**config.mk**
```make
export PLATFORM = sky130hd
export DESIGN_NAME = regbank_bist_ctrl
export DESIGN_NICKNAME = d
export VERILOG_FILES = /design/src/rtl/regbank_pkg.sv /design/src/rtl/regbank_bist_ctrl.sv
export SDC_FILE = /design/constraint.sdc
export NUM_CORES = 1
export LEC_CHECK = 0
export BUFFER_PORTS_ARGS = -buffer_cell sky130_fd_sc_hd__buf_4
export CORE_MARGIN = 2
export CORE_UTILIZATION = 35
export DETAILED_ROUTE_END_ITERATION = 10
export PLACE_DENSITY = 0.69
export SLEW_MARGIN = 20
export SYNTH_ARGS = -nofsm -noshare
export SYNTH_HDL_FRONTEND = slang
export SYNTH_SLANG_ARGS = --single-unit
```
**constraint.sdc**
```tcl
create_clock -name clk -period 3 [get_ports clk]
set_input_delay 0.3 -clock clk [delete_from_list [all_inputs] [get_ports clk]]
set_output_delay 0.3 -clock clk [all_outputs]
set_load 0.03 [all_outputs]
```
**src/rtl/regbank_pkg.sv**
```systemverilog
// Shared types and the test-pattern generator for the register-bank self-test controller.
package regbank_pkg;

  typedef enum logic [2:0] {
    IDLE = 3'd0,
    WR0  = 3'd1,
    RD0  = 3'd2,
    WR1  = 3'd3,
    RD1  = 3'd4,
    DONE = 3'd5
  } bist_state_t;

  // Wide result so any data width up to 64 bits can truncate it with a size cast.
  function automatic logic [63:0] bist_pattern(input int unsigned i, input logic inv,
                                               input logic [63:0] step, input logic zero_reg);
    logic [63:0] p;
    p = 64'(i) * step;
    if (inv) p = ~p;
    if (zero_reg && i == 0) p = '0;
    return p;
  endfunction

endpackage

```
**src/rtl/regbank_bist_ctrl.sv**
```systemverilog
// Self-test controller for a 3-port register bank: writes a pattern to every register,
// reads it back two per cycle, repeats inverted, and reports pass/fail with the first mismatch.
import regbank_pkg::*;

module regbank_bist_ctrl #(
  parameter int          NREGS    = 32,
  parameter int          AW       = 5,
  parameter int          DW       = 32,
  parameter int unsigned STEP     = 32'h11,
  parameter bit          ZERO_REG = 1'b1
) (
  input  logic          clk,
  input  logic          rst,
  input  logic          start,
  output logic          busy,
  output logic          done,
  output logic          pass,
  output logic          fail,
  output logic [AW-1:0] fail_addr,
  output logic [DW-1:0] fail_exp,
  output logic [DW-1:0] fail_got,
  input  logic          host_we3,
  input  logic [AW-1:0] host_wa3,
  input  logic [DW-1:0] host_wd3,
  input  logic [AW-1:0] host_ra1,
  input  logic [AW-1:0] host_ra2,
  output logic [DW-1:0] host_rd1,
  output logic [DW-1:0] host_rd2,
  output logic          we3,
  output logic [AW-1:0] wa3,
  output logic [DW-1:0] wd3,
  output logic [AW-1:0] ra1,
  output logic [AW-1:0] ra2,
  input  logic [DW-1:0] rd1,
  input  logic [DW-1:0] rd2,
  output logic [2:0]    dbg_state
);

  bist_state_t   state;
  logic [AW-1:0] cnt;
  logic          last_wr, last_rd, inv;
  logic [AW-1:0] addr_even, addr_odd;
  logic [DW-1:0] exp_even, exp_odd, pat_wr;
  logic          mis_even, mis_odd;

  assign last_wr   = (cnt == AW'(NREGS - 1));
  assign last_rd   = (cnt == AW'(NREGS / 2 - 1));
  assign inv       = (state == WR1) || (state == RD1);
  assign addr_even = {cnt[AW-2:0], 1'b0};
  assign addr_odd  = {cnt[AW-2:0], 1'b1};
  assign dbg_state = state;
  assign host_rd1  = rd1;
  assign host_rd2  = rd2;

  // Writes always store the raw pattern; only the expectation knows about a hardwired reg 0.
  always_comb begin
    pat_wr   = DW'(bist_pattern(32'(cnt), inv, 64'(STEP), 1'b0));
    exp_even = DW'(bist_pattern(32'(addr_even), inv, 64'(STEP), ZERO_REG));
    exp_odd  = DW'(bist_pattern(32'(addr_odd), inv, 64'(STEP), ZERO_REG));
    mis_even = (rd1 != exp_even);
    mis_odd  = (rd2 != exp_odd);
  end

  // Bank port: host owns it only in IDLE (which includes reset).
  always_comb begin
    we3 = 1'b0;
    wa3 = '0;
    wd3 = '0;
    ra1 = '0;
    ra2 = '0;
    case (state)
      IDLE: begin
        we3 = host_we3;
        wa3 = host_wa3;
        wd3 = host_wd3;
        ra1 = host_ra1;
        ra2 = host_ra2;
      end
      WR0, WR1: begin
        we3 = 1'b1;
        wa3 = cnt;
        wd3 = pat_wr;
      end
      RD0, RD1: begin
        ra1 = addr_even;
        ra2 = addr_odd;
      end
      default: ;
    endcase
  end

  always_ff @(posedge clk or negedge rst) begin
    if (!rst) begin
      state     <= IDLE;
      cnt       <= '0;
      busy      <= 1'b0;
      done      <= 1'b0;
      pass      <= 1'b0;
      fail      <= 1'b0;
      fail_addr <= '0;
      fail_exp  <= '0;
      fail_got  <= '0;
    end else begin
      done <= 1'b0;
      case (state)
        IDLE: begin
          if (start) begin
            state     <= WR0;
            cnt       <= '0;
            busy      <= 1'b1;
            pass      <= 1'b0;
            fail      <= 1'b0;
            fail_addr <= '0;
            fail_exp  <= '0;
            fail_got  <= '0;
          end
        end
        WR0, WR1: begin
          if (last_wr) begin
            state <= (state == WR0) ? RD0 : RD1;
            cnt   <= '0;
          end else begin
            cnt <= cnt + 1'b1;
          end
        end
        RD0, RD1: begin
          // ra1 wins when both read ports disagree in the same cycle.
          if (mis_even || mis_odd) begin
            state     <= DONE;
            cnt       <= '0;
            busy      <= 1'b0;
            done      <= 1'b1;
            fail      <= 1'b1;
            fail_addr <= mis_even ? addr_even : addr_odd;
            fail_exp  <= mis_even ? exp_even : exp_odd;
            fail_got  <= mis_even ? rd1 : rd2;
          end else if (last_rd) begin
            cnt <= '0;
            if (state == RD0) begin
              state <= WR1;
            end else begin
              state <= DONE;
              busy  <= 1'b0;
              done  <= 1'b1;
              pass  <= 1'b1;
            end
          end else begin
            cnt <= cnt + 1'b1;
          end
        end
        DONE: begin
          state <= IDLE;
          cnt   <= '0;
        end
        default: begin
          state <= IDLE;
          cnt   <= '0;
        end
      endcase
    end
  end

endmodule
```
==> flow_summary.yaml, run 1 <==
worst_setup_path:
  end_kind: "flip-flop"
  crit_buf_inv: 1
  startpoint: "cnt[3]"
  r2r-start: "cnt[3]"
  critical_path_arrival_ns: 3.05
  cp_max_fo: 6
  required_ns: 3.18
  reg2reg_depth: 11
  rr_endpoint: "dbg_state[0]"
  cp-endpoint: "dbg_state[0]"
  critPathTopFamily: "compound AO/OA/AOI/OAI gates"
  startpoint_type: "flip-flop"
  cp_slowest_cell: "a2111o_1"
  crit_chain: "ha_1, ha_2, xor2_1, xnor2_1, nor2_1, nand4_1, a2111o_1, buf_4, or2_4, o22ai_1, o211ai_1"
  cp_num_cells: 11
  rrSetupSlack_ns: 0.13
  path_class: "flip-flop to flip-flop"
  critPathMaxStageDelay_ns: 0.55
finish:
  fin_area_sq_um: 7740
  drive_gt1_share_pct: 43.9
  area.sequential_sq_um: 1500
  fill_cells: 1377
  n_antenna_cell: 0
  nets: 1006
  area_delta_synth_final_pct: 49.1
  mostFrequentLayoutCells: "buf_4, nand2_1, nand3_1, dfrtp_1, o21ai_0"
  layout_commonest_cell: "buf_4"
  multi_input_area_sq_um: 2900
  final_util_pct: 53.3
yosys:
  seq_area_frac_synth_pct: 28.9
  ys_types: 60
  synth_nets: 776
  ys_warn_count: 0
  ys_ff_latch: 60
  synth_edf_count: 0
  postSynthAreaPerCell_sq_um: 7.97
  syn_inst: 651
  ys.flop_type: "dfrtp_1"
  synth_area_sq_um: 5190
  synthArstFlopShare_pct: 100
sta:
  finalClockSkew_ns: 0.00636
  worstMarginPinSlew_ns: 0.795
  finalHoldViolCount: 0
  max_freq_mhz: 348
  holdWs_ns: 0.0496
  maxSlewViolCount: 0
  maxSlewHeadroom_pct: 47.0
  setup_viol: 0
  timing.final.crit_period_ns: 2.87
  period_share_pct: 95.7
global_routing:
  grt_pass1_wl_um: 28200
  antenna_found_initial: 0
  grt_pass1_vias: 5229
  overflow: 0
  grt.total_usage_pct: 21.9
  grt_max_degree: 98
clock_tree:
  clk_latency_ns: 0.33
  cts_sinks: 60
  cts.htree.levels: 3
  cts_buffers: 9
  cts_root_buf: "clkbuf_16"
  clk_pin_slew_ns: 0.06
  cts_tree: "built"
  clockBufferDepth: 2
die:
  die_h_um: 126
  row_count: 44
  ios: 303
  dieArea_sq_um: 15800
  initial_core_util_pct: 35.7
  dieWidth_um: 126
  core_sq_um: 14500
route:
  wire_per_inst_um: 18.1
  viasPerCell: 5.36
  vias: 5732
  routed_wl_um: 19300
  first_pass_iters: 5
  drc: 0
  antenna_left: 0
  drt_iter0_markers: 541
power_and_ir_drop:
  finalPower_uw: 8680
  p_leak_uw: 0.00401
  power_density_nw_per_um2: 1120
  peakVddDrop_v: 0.000609
worst_hold_path:
  hold_class: "input pin to asynchronous set/reset pin"
placement:
  detailed_place.area_sq_um: 7160
  gp_congestion: 0.898
  hpwl_um: 13800
  io_buffer_count: 302
flow_run:
  cap_violations: 0
run_status:
  status: "finished clean"
-- sequential cells by signal (all words and copies together) (netlist names) --
| name | cells |
|---|---|
| fail | 1 |
| fail_got | 32 |
| dbg_state | 3 |
| busy | 1 |
| done | 1 |
| fail_exp | 11 |
| fail_addr | 5 |
| cnt | 5 |
| pass | 1 |
-- metal layers --
layer  wire, um  GRT usage (%)
met5          0              0
met4        308           5.37
met2       9270           35.7
met3       1560           4.46
met1       8200           29.8
-- through the flow --
stage,setup WS (ns),std cells,TNS [ns]
6_report,0.128,1070,0
2_1_floorplan,0.00289,651,0
5_1_grt,-0.0140,1070,-0.148
3_3_place_gp,0.137,1041,0
3_5_place_dp,0.0344,1041,0
4_1_cts,0.0272,1057,0
-- final cells by class --
type	instances	share of cell area, %
clock inverter	7	1.28
sequential	60	19.4
tap	184	2.97
multi-input combinational	451	37.4
clock buffer	9	2.91
timing repair buffer	348	35.5
inverter	11	0.533
-- synthesized netlist by cell type (all sizes together), types with 2 or more instances --
cell	instances	area share, %
a211oi	5	0.82
a21oi	25	2.5
a221o	2	0.39
a22o	2	0.34
a22oi	10	1.4
a31oi	2	0.24
a32oi	2	0.48
and2	2	0.24
and3	3	0.36
buf	99	14
clkbuf	30	2.2
dfrtp	60	29
ha	10	2.4
inv	11	0.80
mux2i	42	8.1
nand2	70	5.1
nand2b	6	0.72
nand3	61	6.1
nand4	15	1.8
nor2	45	3.3
nor3	11	1.1
nor3b	3	0.63
nor4	16	1.9
o211ai	2	0.29
o21a	4	0.58
o21ai	60	5.9
o31ai	4	0.58
o32ai	3	0.65
or3	2	0.24
xnor2	14	2.4
xor2	13	2.2
-- power by group --
group / leakage, uW / internal (uW) / switching (uW)
sequential: 0.000782 / 1120 / 208
combinational: 0.00307 / 2300 / 3910
clock: 0.000156 / 731 / 412
-- cells by family (layout without fill, tap and decap cells) --
logic type      after synthesis  count (layout)  share of synthesized area, %
simple gates                242             242                          22.8
compound gates              130             130                          16.4
fa+ha+maj                    10              10                          2.41
buf+inv                     140             375                          16.8
mux                          42              42                          8.10
flops                        60              60                          28.9
xor+xnor                     27              27                          4.56
-- what timing repair did --
action | CTS | global route
endpoints found under the setup margin | 0 | 55
hold buffers | 0 | 0
gates resized for setup | 0 | 27
buffers inserted | 0 | 8
endpoints found under the hold margin | 0 | 0
-- how the worst min path moves through the flow --
stage          from      endpoint  cells past startpoint
6_report        rst  fail_got[11]                      1
5_1_grt         rst  fail_got[11]                      1
4_1_cts         rst  fail_got[13]                      1
3_5_place_dp    rst  fail_got[13]                      1
3_3_place_gp    rst  fail_got[13]                      1
2_1_floorplan   rst          busy                      0
Power figures use the tool's default switching activity.
==> run 2: changes to the inputs <==
Settings changed: RECOVER_POWER set to 100.
==> run 2 against run 1 <==
- the flow now finishes with violations (capacitance limit, slew limit)
- via count up 0.10%
- register-to-register slack about the same
- sequential power about the same
- first-iteration DRC count up 6.5%
- clock skew up 0.0020 ns
- cell count unchanged
- count of clock-buffer cells in the layout unchanged
- global-route usage unchanged
==> flow_summary.yaml, run 2 (synthesis results as in run 1) <==
worst_setup_path:
  crit_buf_inv: 1
  critPathTopFamily: "compound AO/OA/AOI/OAI gates"
  rrSetupSlack_ns: 0.13
  critPathMaxStageDelay_ns: 0.54
  required_ns: 3.18
  cp_slowest_cell: "a2111o_1"
  path_class: "flip-flop to flip-flop"
  crit_chain: "ha_1, ha_2, xor2_1, xnor2_1, nor2_1, nand4_1, a2111o_1, buf_4, or2_4, o22ai_1, o211ai_1"
  critical_path_arrival_ns: 3.05
  startpoint_type: "flip-flop"
  cp_max_fo: 6
  end_kind: "flip-flop"
route:
  vias: 5738
  first_pass_iters: 6
  wire_per_inst_um: 18.1
  antenna_left: 0
  viasPerCell: 5.36
  drt_iter0_markers: 576
  routed_wl_um: 19400
  drc: 0
placement:
  gp_congestion: 0.898
  detailed_place.area_sq_um: 7160
  hpwl_um: 13800
  io_buffer_count: 302
die:
  dieArea_sq_um: 15800
  core_sq_um: 14500
  dieWidth_um: 126
  row_count: 44
  initial_core_util_pct: 35.7
  ios: 303
  die_h_um: 126
finish:
  mostFrequentLayoutCells: "clkbuf_1, buf_4, nand2_1, nand3_1, dfrtp_1"
  drive_gt1_share_pct: 25.4
  top_regs: "fail_got (32), fail_exp (11)"
  n_antenna_cell: 0
  nets: 1006
  area_delta_synth_final_pct: 36.5
  layout_commonest_cell: "clkbuf_1"
  regMostFlops: "fail_got"
  fin_area_sq_um: 7090
  largest_reg_flops: 32
clock_tree:
  cts_sinks: 60
  cts_buffers: 9
  cts_tree: "built"
  cts_root_buf: "clkbuf_16"
  clk_latency_ns: 0.34
  cts.htree.levels: 3
  hold_buffers: 0
  clockBufferDepth: 2
  clk_pin_slew_ns: 0.06
power_and_ir_drop:
  power_density_nw_per_um2: 1140
  peakVddDrop_v: 0.000608
  p_leak_uw: 0.00337
global_routing:
  grt.total_usage_pct: 21.9
  grt_pass1_wl_um: 28200
  antenna_found_initial: 0
  grt_max_degree: 98
  grt_pass1_vias: 5229
  overflow: 0
sta:
  setup_viol: 0
  worstMarginPinSlew_ns: 1.58
  maxSlewHeadroom_pct: -5.63
  max_freq_mhz: 348
  maxSlewViolCount: 61
  finalClockSkew_ns: 0.00834
  timing.final.crit_period_ns: 2.87
  holdWs_ns: 0.271
  period_share_pct: 95.7
  finalHoldViolCount: 0
flow_run:
  cap_violations: 1
run_status:
  violations: "capacitance limit, slew limit"
  status: "finished, violations left"
worst_hold_path:
  hold_class: "input pin to flip-flop"
[run 2: cell count changes in the layout (fill, tap and decap cells not counted), sizes merged]
cell | previous run | this run
buf | 345 | 167
clkbuf | 12 | 190
[run 2: report_power, final]
group          switching, uW  leakage, uW  internal, uW  total (uW)
Sequential               202     0.000782          1120        1320
Combinational           3900      0.00243          1720        5620
Clock                    417     0.000156           731        1150
[run 2: tightest hold or removal path, cell delays in order]
cell and delay [ns]:
buf_4 0.10, mux2i_1 0.06, o21ai_1 0.10
[run 2: repair_timing]
| action | 4_1_cts | 5_1_grt |
|---|---|---|
| buffers inserted | 0 | 8 |
| resized for setup | 0 | 27 |
| endpoints found under the setup margin | 0 | 55 |
[run 2: metrics by stage]
step	setup WS [ns]	TNS, ns	utilization, %	total power [uW]	cells
floorplan	0.00289	0	-	5230	651
global placement	0.137	0	49.3	7210	1041
detailed placement	0.0344	0	49.3	7260	1041
CTS	0.0272	0	51.5	8420	1057
global route	-0.0110	-0.0988	48.8	8590	1070
finish	0.128	0	48.8	8100	1070
[run 2: area by class of cell]
type	count	area, sq um
clock buffer	9	225
multi-input combinational	451	2890
inverter	11	41.3
timing repair buffer	348	2090
tap	184	230
clock inverter	7	98.8
fill	1530	7450
sequential	60	1500
[run 2: metal layers]
metal  GRT usage (%)  wire length, um  up-vias
li1                -                -     2692
met1            29.8             8390     2684
met2            35.7             9180      335
met3            4.46             1520       27
met4            5.37              299        0
met5               0                0        -
[run 2: worst paths after layout]
path                         start      endpoint  cells past startpoint
setup reg to reg            cnt[3]  dbg_state[0]                     11
min in group asynchronous      rst  fail_got[10]                      1
hold reg to reg               fail          fail                      2
setup / recovery            cnt[3]  dbg_state[0]                     11
max in group asynchronous      rst        cnt[3]                      1
hold / removal             rd1[30]  fail_got[30]                      3
==> run 3: changes to the inputs <==
Settings changed: CTS_CLUSTER_SIZE set to 8, PLACE_DENSITY 0.69 to 0.79.
==> run 3 against run 2 <==
- the run still ends with capacitance limit, slew limit left
- maximum frequency is 0.22% lower
- combinational power rose by 0.9%
- sequential share of layout area is essentially flat
- register-to-register slack is essentially flat
- critical endpoint is now cnt[2]
- highest routed layer unchanged
- largest power group unchanged
- sequential cell count unchanged
==> flow_summary.yaml, run 3 (synthesis results as in run 1) <==
run_status:
  status: "finished, violations left"
  violations: "capacitance limit, slew limit"
worst_setup_path:
  startpoint: "cnt[1]"
  required_ns: 3.23
  end_kind: "flip-flop"
  r2r-start: "cnt[1]"
  crit_chain: "buf_4, ha_4, nand3_1, xor2_1, nor2_1, nand4_1, a2111o_1, o41ai_4, a21oi_4, o32ai_2"
  cp_slowest_cell: "a2111o_1"
  path_class: "flip-flop to flip-flop"
  startpoint_type: "flip-flop"
  critPathTopFamily: "compound AO/OA/AOI/OAI gates"
  crit_buf_inv: 1
  critical_path_arrival_ns: 3.11
  critPathMaxStageDelay_ns: 0.56
  cp_max_fo: 13
flow_run:
  cap_violations: 1
placement:
  hpwl_um: 13900
  gp_congestion: 0.901
  io_buffer_count: 302
power_and_ir_drop:
  p_leak_uw: 0.00335
  power_density_nw_per_um2: 1160
  peakVddDrop_v: 0.000579
route:
  vias: 5739
  wire_per_inst_um: 17.9
  antenna_left: 0
  drc: 0
  routed_wl_um: 18900
  viasPerCell: 5.42
  first_pass_iters: 4
  drt_iter0_markers: 537
global_routing:
  grt_pass1_wl_um: 27700
  grt_max_degree: 61
  grt.total_usage_pct: 21.8
  grt_pass1_vias: 5141
  overflow: 0
  antenna_found_initial: 0
sta:
  worstMarginPinSlew_ns: 1.55
  timing.final.crit_period_ns: 2.88
  finalClockSkew_ns: 0.00928
  finalHoldViolCount: 0
  maxSlewHeadroom_pct: -3.03
  max_freq_mhz: 347
  period_share_pct: 96.0
  rsz0062_at_grt: "false"
  holdWs_ns: 0.294
  maxSlewViolCount: 61
  setup_viol: 0
  finalSetupTns_ns: 0
die:
  row_count: 44
  core_sq_um: 14500
  die_h_um: 126
  dieArea_sq_um: 15800
  dieWidth_um: 126
  ios: 303
  initial_core_util_pct: 35.7
finish:
  layout_commonest_cell: "buf_4"
  area_delta_synth_final_pct: 37.0
  drive_gt1_share_pct: 25.5
  regMostFlops: "fail_got"
  top_regs: "fail_got (32), fail_exp (11)"
  n_antenna_cell: 0
  mostFrequentLayoutCells: "buf_4, clkbuf_1, nand2_1, nand3_1, dfrtp_1"
  largest_reg_flops: 32
  nets: 995
clock_tree:
  cts.htree.levels: 3
  hold_buffers: 0
  cts_tree: "built"
  cts_buffers: 9
  cts_root_buf: "clkbuf_16"
  clk_latency_ns: 0.33
  clockBufferDepth: 2
  cts_sinks: 60
  clk_pin_slew_ns: 0.06
worst_hold_path:
  hold_start: "rd1[0]"
  hold_class: "input pin to flip-flop"
==> run 3: cell types whose count changed in the layout (fill, tap and decap cells not counted), sizes merged <==
cell	previous run	this run
clkinvlp	1	0
inv	12	11
clkinv	3	1
bufinv	2	3
clkbuf	190	174
buf	167	175
==> run 3: final cells by class <==
cell class	count	area [sq um]
clock buffers	12	256
clock inverters	4	95.1
fillers	1520	7420
inverters	11	41.3
multi-input cells	451	2960
flip-flops and latches	60	1510
well taps	184	230
repair buffers	337	2020
==> run 3: path summary, 6_finish.rpt <==
| kind | cells after the start | endpoint | slack, ns |
|---|---|---|---|
| setup reg to reg | 10 | cnt[2] | 0.12 |
| max in group asynchronous | 1 | dbg_state[0] | 1.61 |
| hold reg to reg | 2 | fail | 0.49 |
| hold / removal | 3 | fail_got[0] | 0.29 |
| min in group asynchronous | 1 | fail_got[18] | 0.35 |
| setup / recovery | 10 | cnt[2] | 0.12 |
==> run 3: timing repair <==
| item | 4_1_cts | 5_1_grt |
|---|---|---|
| resized for setup | 0 | 27 |
| endpoints found under the setup margin | 0 | 53 |
| buffers inserted | 0 | 8 |
==> run 3: power by group <==
group,total [uW],internal [uW],switching (uW)
Clock,1230,855,371
Sequential,1340,1120,219
Combinational,5670,1790,3880
Total,8230,3770,4460
==> run 3: per-layer routing <==
layer / up-vias / global-route usage (%) / wire length (um)
li1: 2665 / - / -
met1: 2774 / 28.9 / 8010
met2: 271 / 36.6 / 9340
met3: 29 / 3.87 / 1240
met4: 0 / 5.95 / 324
met5: - / 0 / 0
==> run 3: worst reg2reg max path, cell delays in order (launching register included) <==
cell      delay, ns
dfrtp_1        0.37
buf_4          0.27
ha_4           0.20
nand3_1        0.13
xor2_1         0.19
nor2_1         0.13
nand4_1        0.11
a2111o_1       0.56
o41ai_4        0.43
a21oi_4        0.13
o32ai_2        0.27
==> run 3: through the flow <==
stage | cell area, sq um | setup WS, ns | util (%) | cells | total power (uW)
6_report | 7110 | 0.121 | 48.9 | 1059 | 8230
5_1_grt | 7110 | 0.00207 | 48.9 | 1059 | 8730
4_1_cts | 7450 | 0.0227 | 51.3 | 1049 | 8450
3_5_place_dp | 7100 | 0.0403 | 48.9 | 1033 | 7210
3_3_place_gp | 7100 | 0.0621 | 48.9 | 1033 | 7130
2_1_floorplan | 5200 | 0.00289 | - | 651 | 5230
